--- src/rtl/mem_stage_pkg.sv ---
// -----------------------------------------------------------------------------
// mem_stage_pkg
//   Shared definitions for the memory stage of the 16-bit core: datapath width
//   default, branch condition codes, flag bit positions and FSM state encodings.
// -----------------------------------------------------------------------------
package mem_stage_pkg;

    // Default datapath and address width.
    localparam int DW_DEFAULT = 16;

    // Position of each flag inside the {V,Z,N} flag register.
    localparam int FLAG_V = 2;
    localparam int FLAG_Z = 1;
    localparam int FLAG_N = 0;

    // Branch condition codes (ex_cond).
    localparam logic [2:0] COND_NEQ    = 3'b000; // Z=0
    localparam logic [2:0] COND_EQ     = 3'b001; // Z=1
    localparam logic [2:0] COND_GT     = 3'b010; // Z=0 & N=0
    localparam logic [2:0] COND_NEG    = 3'b011; // N=1
    localparam logic [2:0] COND_GE     = 3'b100; // Z=1 | N=0
    localparam logic [2:0] COND_LE     = 3'b101; // Z=1 | N=1
    localparam logic [2:0] COND_OVF    = 3'b110; // V=1
    localparam logic [2:0] COND_UNCOND = 3'b111; // always

    // Memory-access FSM states.
    typedef enum logic {
        S_IDLE = 1'b0,
        S_WAIT = 1'b1
    } state_e;

endpackage : mem_stage_pkg

--- src/rtl/mem_stage_branch_eval.sv ---
// -----------------------------------------------------------------------------
// branch_eval
//   Purely combinational branch resolution: decides whether a branch with
//   condition code `cond` is taken against the flag register `flags`.
//
// Ports:
//   cond   in  3  branch condition code (COND_* in mem_stage_pkg)
//   flags  in  3  {V,Z,N} flag register
//   taken  out 1  branch is taken
// -----------------------------------------------------------------------------
module branch_eval
    import mem_stage_pkg::*;
(
    input  logic [2:0] cond,
    input  logic [2:0] flags,
    output logic       taken
);

    logic v;
    logic z;
    logic n;

    assign v = flags[FLAG_V];
    assign z = flags[FLAG_Z];
    assign n = flags[FLAG_N];

    // NOTE: every always_comb output gets a default before the case so no
    // path leaves it unassigned; otherwise synthesis infers a latch.
    always_comb begin
        taken = 1'b0;
        case (cond)
            COND_NEQ:    taken = ~z;
            COND_EQ:     taken = z;
            COND_GT:     taken = ~z & ~n;
            COND_NEG:    taken = n;
            COND_GE:     taken = z | ~n;
            COND_LE:     taken = z | n;
            COND_OVF:    taken = v;
            COND_UNCOND: taken = 1'b1;
            default:     taken = 1'b0;
        endcase
    end

endmodule : branch_eval

--- src/rtl/mem_stage.sv ---
// -----------------------------------------------------------------------------
// mem_stage
//   Pipeline stage after execute. Holds the {V,Z,N} flag register, resolves
//   branches/jumps into a registered one-cycle PC redirect, performs loads and
//   stores against a ready-handshake data memory, and produces registered
//   write-back results. The execute stage is stalled while an access waits.
//
// Configuration:
//   DM_TIMEOUT_EN  when defined, a wait counter aborts an access that has not
//                  seen dm_ready after TIMEOUT_CYCLES wait cycles and sets the
//                  sticky dm_err output. When undefined, WAIT waits forever and
//                  neither the counter nor dm_err exists.
//
// Ports:
//   clk, rst                 clock (rising edge), synchronous active-high reset
//   ex_*                     instruction from execute (valid, result, flags,
//                            targets, decode bits, cond, dst)
//   ex_stall                 execute must hold; instruction not accepted
//   redirect, redirect_pc    one-cycle fetch redirect and its target
//   dm_req/we/addr/wdata     data memory request
//   dm_rdata, dm_ready       data memory response
//   wb_valid/we/dst/data     registered write-back
//   flags_q                  {V,Z,N} flag register
//   dm_err                   sticky access timeout (DM_TIMEOUT_EN only)
// -----------------------------------------------------------------------------
module mem_stage
    import mem_stage_pkg::*;
#(
    parameter int DW = DW_DEFAULT
`ifdef DM_TIMEOUT_EN
    ,
    parameter int TIMEOUT_CYCLES = 255
`endif
) (
    input  logic          clk,
    input  logic          rst,

    input  logic          ex_valid,
    input  logic [DW-1:0] ex_alu_result,
    input  logic          ex_v,
    input  logic          ex_z,
    input  logic          ex_n,
    input  logic          ex_set_flags,
    input  logic [DW-1:0] ex_store_data,
    input  logic [DW-1:0] ex_branch_target,
    input  logic [DW-1:0] ex_jump_target,
    input  logic          ex_is_load,
    input  logic          ex_is_store,
    input  logic          ex_is_branch,
    input  logic          ex_is_jump,
    input  logic [2:0]    ex_cond,
    input  logic          ex_reg_write,
    input  logic [3:0]    ex_dst,
    output logic          ex_stall,

    output logic          redirect,
    output logic [DW-1:0] redirect_pc,

    output logic          dm_req,
    output logic          dm_we,
    output logic [DW-1:0] dm_addr,
    output logic [DW-1:0] dm_wdata,
    input  logic [DW-1:0] dm_rdata,
    input  logic          dm_ready,
`ifdef DM_TIMEOUT_EN
    output logic          dm_err,
`endif

    output logic          wb_valid,
    output logic          wb_we,
    output logic [3:0]    wb_dst,
    output logic [DW-1:0] wb_data,
    output logic [2:0]    flags_q
);

    // ------------------------------------------------------------------
    // State
    // ------------------------------------------------------------------
    state_e        state_q,       state_d;
    logic [2:0]    flags_d;

    // Captured memory access, held stable for the whole WAIT period.
    logic [DW-1:0] addr_q,        addr_d;
    logic [DW-1:0] wdata_q,       wdata_d;
    logic          we_q,          we_d;
    logic [3:0]    dst_q,         dst_d;

    logic          redirect_q,    redirect_d;
    logic [DW-1:0] redirect_pc_q, redirect_pc_d;

    logic          wb_valid_q,    wb_valid_d;
    logic          wb_we_q,       wb_we_d;
    logic [3:0]    wb_dst_q,      wb_dst_d;
    logic [DW-1:0] wb_data_q,     wb_data_d;

`ifdef DM_TIMEOUT_EN
    // Value of the wait counter in the last WAIT cycle before abort.
    localparam logic [7:0] WAIT_LAST = 8'(TIMEOUT_CYCLES - 1);

    logic [7:0]    wait_cnt_q,    wait_cnt_d;
    logic          dm_err_q,      dm_err_d;

    assign dm_err = dm_err_q;
`endif

    logic accept;
    logic taken;
    logic is_mem;

    // ------------------------------------------------------------------
    // Branch resolution against the flags left by the last older setter
    // ------------------------------------------------------------------
    branch_eval u_branch_eval (
        .cond  (ex_cond),
        .flags (flags_q),
        .taken (taken)
    );

    // ------------------------------------------------------------------
    // Combinational outputs
    // ------------------------------------------------------------------
    assign ex_stall    = (state_q == S_WAIT);
    assign dm_req      = (state_q == S_WAIT);
    assign dm_we       = dm_req & we_q;
    assign dm_addr     = addr_q;
    assign dm_wdata    = wdata_q;

    assign redirect    = redirect_q;
    assign redirect_pc = redirect_pc_q;

    assign wb_valid    = wb_valid_q;
    assign wb_we       = wb_we_q;
    assign wb_dst      = wb_dst_q;
    assign wb_data     = wb_data_q;

    // The instruction presented during a redirect cycle is on the wrong path.
    assign accept = ex_valid & ~ex_stall & ~redirect_q;
    assign is_mem = ex_is_load | ex_is_store;

    // ------------------------------------------------------------------
    // Next-state logic
    // ------------------------------------------------------------------
    always_comb begin
        state_d       = state_q;
        flags_d       = flags_q;
        addr_d        = addr_q;
        wdata_d       = wdata_q;
        we_d          = we_q;
        dst_d         = dst_q;
        redirect_d    = 1'b0;
        redirect_pc_d = '0;
        wb_valid_d    = 1'b0;
        wb_we_d       = 1'b0;
        wb_dst_d      = '0;
        wb_data_d     = '0;
`ifdef DM_TIMEOUT_EN
        wait_cnt_d    = wait_cnt_q;
        dm_err_d      = dm_err_q;
`endif

        case (state_q)
            S_IDLE: begin
                if (accept) begin
                    if (ex_set_flags) begin
                        flags_d = {ex_v, ex_z, ex_n};
                    end

                    if (is_mem) begin
                        state_d = S_WAIT;
                        addr_d  = ex_alu_result;
                        wdata_d = ex_store_data;
                        we_d    = ex_is_store;
                        dst_d   = ex_dst;
`ifdef DM_TIMEOUT_EN
                        wait_cnt_d = '0;
`endif
                    end else begin
                        // ALU, branch and jump (link value in ex_alu_result).
                        wb_valid_d = 1'b1;
                        wb_we_d    = ex_reg_write;
                        wb_dst_d   = ex_dst;
                        wb_data_d  = ex_alu_result;

                        if (ex_is_jump) begin
                            redirect_d    = 1'b1;
                            redirect_pc_d = ex_jump_target;
                        end else if (ex_is_branch && taken) begin
                            redirect_d    = 1'b1;
                            redirect_pc_d = ex_branch_target;
                        end
                    end
                end
            end

            S_WAIT: begin
                if (dm_ready) begin
                    state_d    = S_IDLE;
                    wb_valid_d = 1'b1;
                    wb_we_d    = ~we_q;
                    wb_dst_d   = dst_q;
                    wb_data_d  = we_q ? '0 : dm_rdata;
`ifdef DM_TIMEOUT_EN
                end else if (wait_cnt_q == WAIT_LAST) begin
                    // Abandon the access: no write-back, flag the error.
                    state_d  = S_IDLE;
                    dm_err_d = 1'b1;
                end else begin
                    wait_cnt_d = wait_cnt_q + 8'd1;
`endif
                end
            end

            default: begin
                state_d = S_IDLE;
            end
        endcase
    end

    // ------------------------------------------------------------------
    // Registers
    // ------------------------------------------------------------------
    // NOTE: state is updated with non-blocking assignments so every flop
    // samples the pre-edge values regardless of statement order.
    always_ff @(posedge clk) begin
        if (rst) begin
            state_q       <= S_IDLE;
            flags_q       <= '0;
            addr_q        <= '0;
            wdata_q       <= '0;
            we_q          <= 1'b0;
            dst_q         <= '0;
            redirect_q    <= 1'b0;
            redirect_pc_q <= '0;
            wb_valid_q    <= 1'b0;
            wb_we_q       <= 1'b0;
            wb_dst_q      <= '0;
            wb_data_q     <= '0;
`ifdef DM_TIMEOUT_EN
            wait_cnt_q    <= '0;
            dm_err_q      <= 1'b0;
`endif
        end else begin
            state_q       <= state_d;
            flags_q       <= flags_d;
            addr_q        <= addr_d;
            wdata_q       <= wdata_d;
            we_q          <= we_d;
            dst_q         <= dst_d;
            redirect_q    <= redirect_d;
            redirect_pc_q <= redirect_pc_d;
            wb_valid_q    <= wb_valid_d;
            wb_we_q       <= wb_we_d;
            wb_dst_q      <= wb_dst_d;
            wb_data_q     <= wb_data_d;
`ifdef DM_TIMEOUT_EN
            wait_cnt_q    <= wait_cnt_d;
            dm_err_q      <= dm_err_d;
`endif
        end
    end

endmodule : mem_stage

--- config.mk ---
export PLATFORM = sky130hd
export DESIGN_NAME = mem_stage
export DESIGN_NICKNAME = d
export VERILOG_FILES = /design/src/rtl/mem_stage_pkg.sv /design/src/rtl/mem_stage_branch_eval.sv /design/src/rtl/mem_stage.sv
export SDC_FILE = /design/constraint.sdc
export NUM_CORES = 1
export LEC_CHECK = 0
export CAP_MARGIN = 20
export CELL_PAD_IN_SITES_DETAIL_PLACEMENT = 0
export CELL_PAD_IN_SITES_GLOBAL_PLACEMENT = 2
export CORE_MARGIN = 5
export CORE_UTILIZATION = 30
export DETAILED_ROUTE_END_ITERATION = 10
export DONT_BUFFER_PORTS = 1
export PLACE_DENSITY = 0.84
export SYNTH_ARGS = -nofsm -noshare
export SYNTH_HDL_FRONTEND = slang
export SYNTH_SLANG_ARGS = --single-unit
--- constraint.sdc ---
create_clock -name clk -period 1.3 [get_ports clk]
set_input_delay 0.195 -clock clk [delete_from_list [all_inputs] [get_ports clk]]
set_output_delay 0.195 -clock clk [all_outputs]
set_load 0.01 [all_outputs]
==> qor.txt, run 1 <==
wire per inst -> 20.45 um
Hold Worst Slack -> -87.75 ps
Slew HR -> 0.7728
final core occ -> 0.5053
IO buf count -> 0
crit share post-route -> 1.193
synthesized area -> 0.002813 sq mm
GRT Residual Overflow -> 0
diode count -> 0
Hold/Removal Path Class -> in -> reg
unique cell type count in the Yosys netlist -> 31
power density cells -> 1215 mW/mm^2
drt drc -> 0
leakage -> 1.863 nW
die height -> 106.8 um
Startpoint Class -> flip-flop
Initial Util -> 0.3059
Max-Cap Viols -> 0
TritonCTS clock tree -> built
die area -> 0.01141 sq mm
Placed Area -> 0.003072 sq mm
core footprint -> 0.009196 sq mm
Post-DRT Antenna Nets -> 0
DRT Pass-1 Iters -> 4
Worst-path clk slew -> 80 ps
sequential fraction of the synthesis area -> 0.5694
worst setup path category -> reg -> reg
final WL -> 10020 um
CTS root buf -> clkbuf_8
status -> finished, violations left
GPL Wtd Cong -> 0.6819
cells after synthesis -> 286
layout cells sized above 1 -> 0.3773
Fmax -> 644.8 MHz
H-tree levels -> 3
Avg Vias per Cell -> 5.163
Crit. End Element -> flip-flop
Tot GR Track Use -> 0.1670
Peak supply drop -> 0.5928 mV
pin count of the biggest net entering global routing -> 45
Die X -> 106.8 um
Slew Limit Fails -> 0
Tightest Pin Transition -> 339.7 ps
dpl hpwl -> 5729 um
Max clock buf depth -> 2
crit path buf inv count -> 1
routed vias -> 2530
worst-skew pair later-pin latency -> 330 ps
initial antenna violation count -> 0
minimum clock period -> 1551 ps
setup TNS -> -7372 ps
Ys Warns -> 0
vias in the first global route -> 2794
Syn Nets -> 386
critical path arrival -> 1780 ps
cell area after layout -> 0.004647 sq mm
RSZ-0062 raised after global routing -> true
worst-path cell chain -> mux2_4 > a211oi_4 > buf_4 > nor3_4 > a32o_2
IO Count -> 177
skew final -> 3.170 ps
Final Setup Violations -> 54
Avg Inst Size Synth -> 9.835 sq um
Num CTS Buffers -> 9
Clock Sinks -> 80
maximum fanout along the worst path -> 7
FF+latch count, synth -> 80
Worst EP required -> 1530 ps
Layout area overhead -> 65.21%
global-route wire length before repair -> 14720 um
crit-path leading delay family -> compound AO/OA/AOI/OAI gates
failing checks -> hold timing, setup timing
Final nets -> 474
Starting DRT DRC Count -> 69
biggest cell delay along the critical path -> 360 ps
critical path's slowest cell -> dfxtp_4
final worst-path setup slack -> -250.9 ps
final hold vios -> 41
num rows -> 35
-- cell families after synthesis --
logic type / share of synthesized area
compound gates: 0.2060
buf+inv: 0.03826
flops: 0.5694
mux: 0.01601
simple gates: 0.1704
-- layer usage --
metal  vias up  share of wire  GRT usage
met5         -              0          0
met4         0          0.013    0.04384
met3        16           0.11    0.08248
met2       145           0.50     0.2945
met1      1196           0.38     0.1769
li1       1173              -          -
-- final timing paths --
path	start	cells past startpoint	slack, ps	end
max	flags_q[1]$_SDFFE_PP0P_	5	-250	redirect_pc[7]$_SDFF_PP0_
min	rst	1	-90	dm_wdata[12]$_SDFFE_PP0P_
max reg2reg	flags_q[1]$_SDFFE_PP0P_	5	-250	redirect_pc[7]$_SDFF_PP0_
min reg2reg	dst_q[3]$_SDFFE_PP0P_	2	480	dst_q[3]$_SDFFE_PP0P_
-- state kept, by name (all words and copies together), names as in the netlist, 3 cells and up --
| signal | cells |
|---|---|
| dm_wdata | 16 |
| wb_dst | 4 |
| dm_addr | 16 |
| wb_data | 16 |
| dst_q | 4 |
| flags_q | 3 |
| redirect_pc | 16 |
-- through the flow --
stage	hold WS (ps)	instances	setup slack (ps)	power [mW]
after CTS	-115.6	485	-188.8	5.608
after detailed placement	270.8	394	-238.2	3.085
after floorplan	305.3	286	-130.0	2.987
final	-87.75	490	-250.9	5.648
after global routing	-125.3	490	-296.4	5.888
after global placement	266.6	394	-192.6	3.073
-- area by class of cell --
type	instances	area (sq um)
clock inverter	4	75.07
clock buffer	12	165.2
sequential	80	1609
multi-input combinational	186	1565
timing repair buffer	97	1094
tap	111	138.9
fill	795	4549
-- timing repair --
action,4_1_cts,5_1_grt
hold buffers,61,2
buffers inserted,8,1
cloned,6,2
hold endpoints to repair,78,43
setup endpoints to repair,79,77
resized for setup,59,78
pin swaps,35,50
-- power breakdown --
part           switching, mW  internal, mW  total [mW]
Combinational          0.353         0.463       0.816
Clock                  0.892          1.24        2.13
Sequential             0.145          2.55        2.70
-- cell usage after synthesis --
cell       number  area share
nand2_1        75        0.10
buf_2           4      0.0071
nor2b_1         6       0.013
nor3b_4         1      0.0067
nand3b_2        1      0.0040
buf_4           7       0.019
a21oi_1        37       0.066
dfxtp_1        80        0.57
a22oi_1         1      0.0027
nor3_2          2      0.0071
or2_2           1      0.0022
and2_1          2      0.0044
clkbuf_2        1      0.0018
nor3_1          1      0.0018
or2b_1          2      0.0053
nor4_4          1      0.0076
mux2i_1         3       0.011
o21ai_2         1      0.0031
and2_0          1      0.0022
and3_1          1      0.0022
clkbuf_1        8       0.011
a32o_1          6       0.021
a211oi_2        2      0.0089
a22o_1         30       0.093
a211oi_1        1      0.0027
mux2_4          1      0.0053
nand3b_1        1      0.0027
a21o_1          1      0.0027
nand4bb_1       1      0.0040
nor2_1          5      0.0067
o21a_1          2      0.0053
-- placed cells by master (no fill, tap or decap), types with 4 or more instances in the layout --
master,instances
a21oi_2,36
a22o_1,30
a32o_1,5
buf_12,5
buf_16,5
buf_4,12
buf_6,12
clkbuf_8,12
dfxtp_1,76
dlygate4sd3_1,63
nand2_1,39
nand2_4,35
nor2_1,4
nor2b_1,6
(Power assumes the default switching activity.)
==> run 2: changes to the inputs <==
Settings changed: CELL_PAD_IN_SITES_GLOBAL_PLACEMENT 2 to 1, CORE_UTILIZATION 30 to 39.
==> run 2 against run 1 <==
Effect of this change:
- the run ends with setup timing left
- largest power group unchanged
- global-route usage rose by 2.9 points
- sequential power is essentially flat
- setup slack improved by 61 ps
- via count grew 2.3%
- non-clock buffer count rose by 19
- highest routed layer unchanged
- clock-buffer cell count is 3 lower
- combinational power rose by 7.0%
- cell count rose by 1.2%
==> qor.txt, run 2 (same netlist as run 1, synthesis figures left out) <==
H-tree levels -> 3
Hold/Removal Path Class -> in -> reg
failing checks -> setup timing
die area -> 0.009011 sq mm
final core occ -> 0.6636
dpl hpwl -> 5448 um
hold wc startpoint -> ex_is_store
Starting DRT DRC Count -> 63
final worst-path setup slack -> -190.1 ps
Final Setup Violations -> 54
worst-skew pair later-pin latency -> 350 ps
Fmax -> 671.1 MHz
Initial Util -> 0.3941
global-route wire length before repair -> 13260 um
Crit. End Element -> flip-flop
Final nets -> 493
Tightest Pin Transition -> 441.6 ps
IO Count -> 177
Post-Layout Cell Count -> 496
crit-path leading delay family -> compound AO/OA/AOI/OAI gates
Die X -> 94.93 um
Clock Sinks -> 80
Avg Vias per Cell -> 5.220
Max clock buf depth -> 2
power density cells -> 1163 mW/mm^2
critical path's slowest cell -> dfxtp_4
crit share post-route -> 1.146
IO buf count -> 0
sequential group share of total power -> 0.485
skew final -> 9.972 ps
TritonCTS clock tree -> built
Worst Setup SP -> flags_q[1]$_SDFFE_PP0P_
final hold vios -> 0
Slew Limit Fails -> 0
wire per inst -> 19.88 um
Num CTS Buffers -> 9
core footprint -> 0.007137 sq mm
clock power share -> 0.357
critical path arrival -> 1730 ps
biggest cell delay along the critical path -> 350 ps
Worst EP required -> 1540 ps
pin count of the biggest net entering global routing -> 42
dpl cells -> 383
crit path buf inv count -> 1
leakage -> 1.905 nW
internal power -> 4.102 mW
layout cells sized above 1 -> 0.3325
vias in the first global route -> 2634
GPL Wtd Cong -> 0.6507
maximum fanout along the worst path -> 10
Peak supply drop -> 0.6853 mV
CTS root buf -> clkbuf_8
initial antenna violation count -> 0
commonest non-fill, non-tap cells in the layout -> dlygate4sd3_1, dfxtp_1, nand2_1, a21oi_2, a22o_1
reg2reg start -> flags_q[1]$_SDFFE_PP0P_
status -> finished, violations left
GRT Residual Overflow -> 0
drt drc -> 0
num rows -> 31
Worst-path clk slew -> 80 ps
die height -> 94.93 um
commonest non-fill, non-tap cell in the layout -> dlygate4sd3_1
final WL -> 9858 um
P_sw -> 1.408 mW
routed vias -> 2589
switching share of total power -> 0.2556
worst-path cell chain -> mux2_4 > a211oi_4 > nor4_4 > buf_6 > a22o_1
Gate power share -> 0.158
RSZ-0062 raised after global routing -> true
Layout area overhead -> 68.37%
DRT Pass-1 Iters -> 4
worst setup path category -> reg -> reg
minimum clock period -> 1490 ps
Tot GR Track Use -> 0.1962
Post-DRT Antenna Nets -> 0
Slew HR -> 0.7045
Max-Cap Viols -> 0
diode count -> 0
Startpoint Class -> flip-flop
## run 2: cell type report
cell class,count,area [sq um]
clock buffers,9,123.9
clock inverters,6,83.83
well taps,99,123.9
repair buffers,116,1306
flip-flops and latches,80,1609
multi-input cells,186,1489
fillers,526,2401
## run 2: metal layers
metal	global-route usage	part of all wire
met5	0	0
met4	0.06611	0.0077
met3	0.1028	0.11
met2	0.3441	0.50
met1	0.1995	0.38
## run 2: power by group through the flow
stage / sequential [mW] / combinational, mW / clock [mW]
3_5_place_dp: 2.72 / 0.365 / 0
5_1_grt: 2.68 / 0.925 / 2.10
6_report: 2.67 / 0.873 / 1.96
3_3_place_gp: 2.72 / 0.354 / 0
2_1_floorplan: 2.71 / 0.282 / 0
4_1_cts: 2.66 / 0.669 / 2.00
## run 2: worst paths after layout
| kind | depth (start not counted) | slack [ps] | end |
|---|---|---|---|
| worst max-delay path | 5 | -190 | redirect_pc[11]$_SDFF_PP0_ |
| worst min-delay path | 2 | 10 | we_q$_SDFFE_PP0P_ |
| worst max register to register | 5 | -190 | redirect_pc[11]$_SDFF_PP0_ |
| worst min register to register | 2 | 460 | dst_q[3]$_SDFFE_PP0P_ |
## run 2: metrics by stage
stage / total power, mW / setup slack, ps / setup TNS, ps / instance area (sq um) / hold WS, ps
detailed placement: 3.086 / -246.4 / -6849 / 3077 / 269.5
global placement: 3.071 / -197.9 / -3705 / 3077 / 268.9
finish: 5.510 / -190.1 / -4903 / 4736 / 12.55
CTS: 5.332 / -162.3 / -3896 / 4255 / -32.56
floorplan: 2.987 / -130.0 / -1747 / 2883 / 305.3
global route: 5.713 / -217.2 / -8664 / 4736 / 7.031
## run 2: repair_timing
item,CTS,global route
setup buffers,6,1
pin swaps,11,51
setup endpoints to repair,79,65
gates cloned,2,6
endpoints found under the hold margin,78,2
hold buffers,82,2
resized for setup,16,98
==> run 3: changes to the inputs <==
Settings changed: CAP_MARGIN 20 to default.
==> results of run 3 <==
Final layout, timing and power as in run 2 (identical DEF).
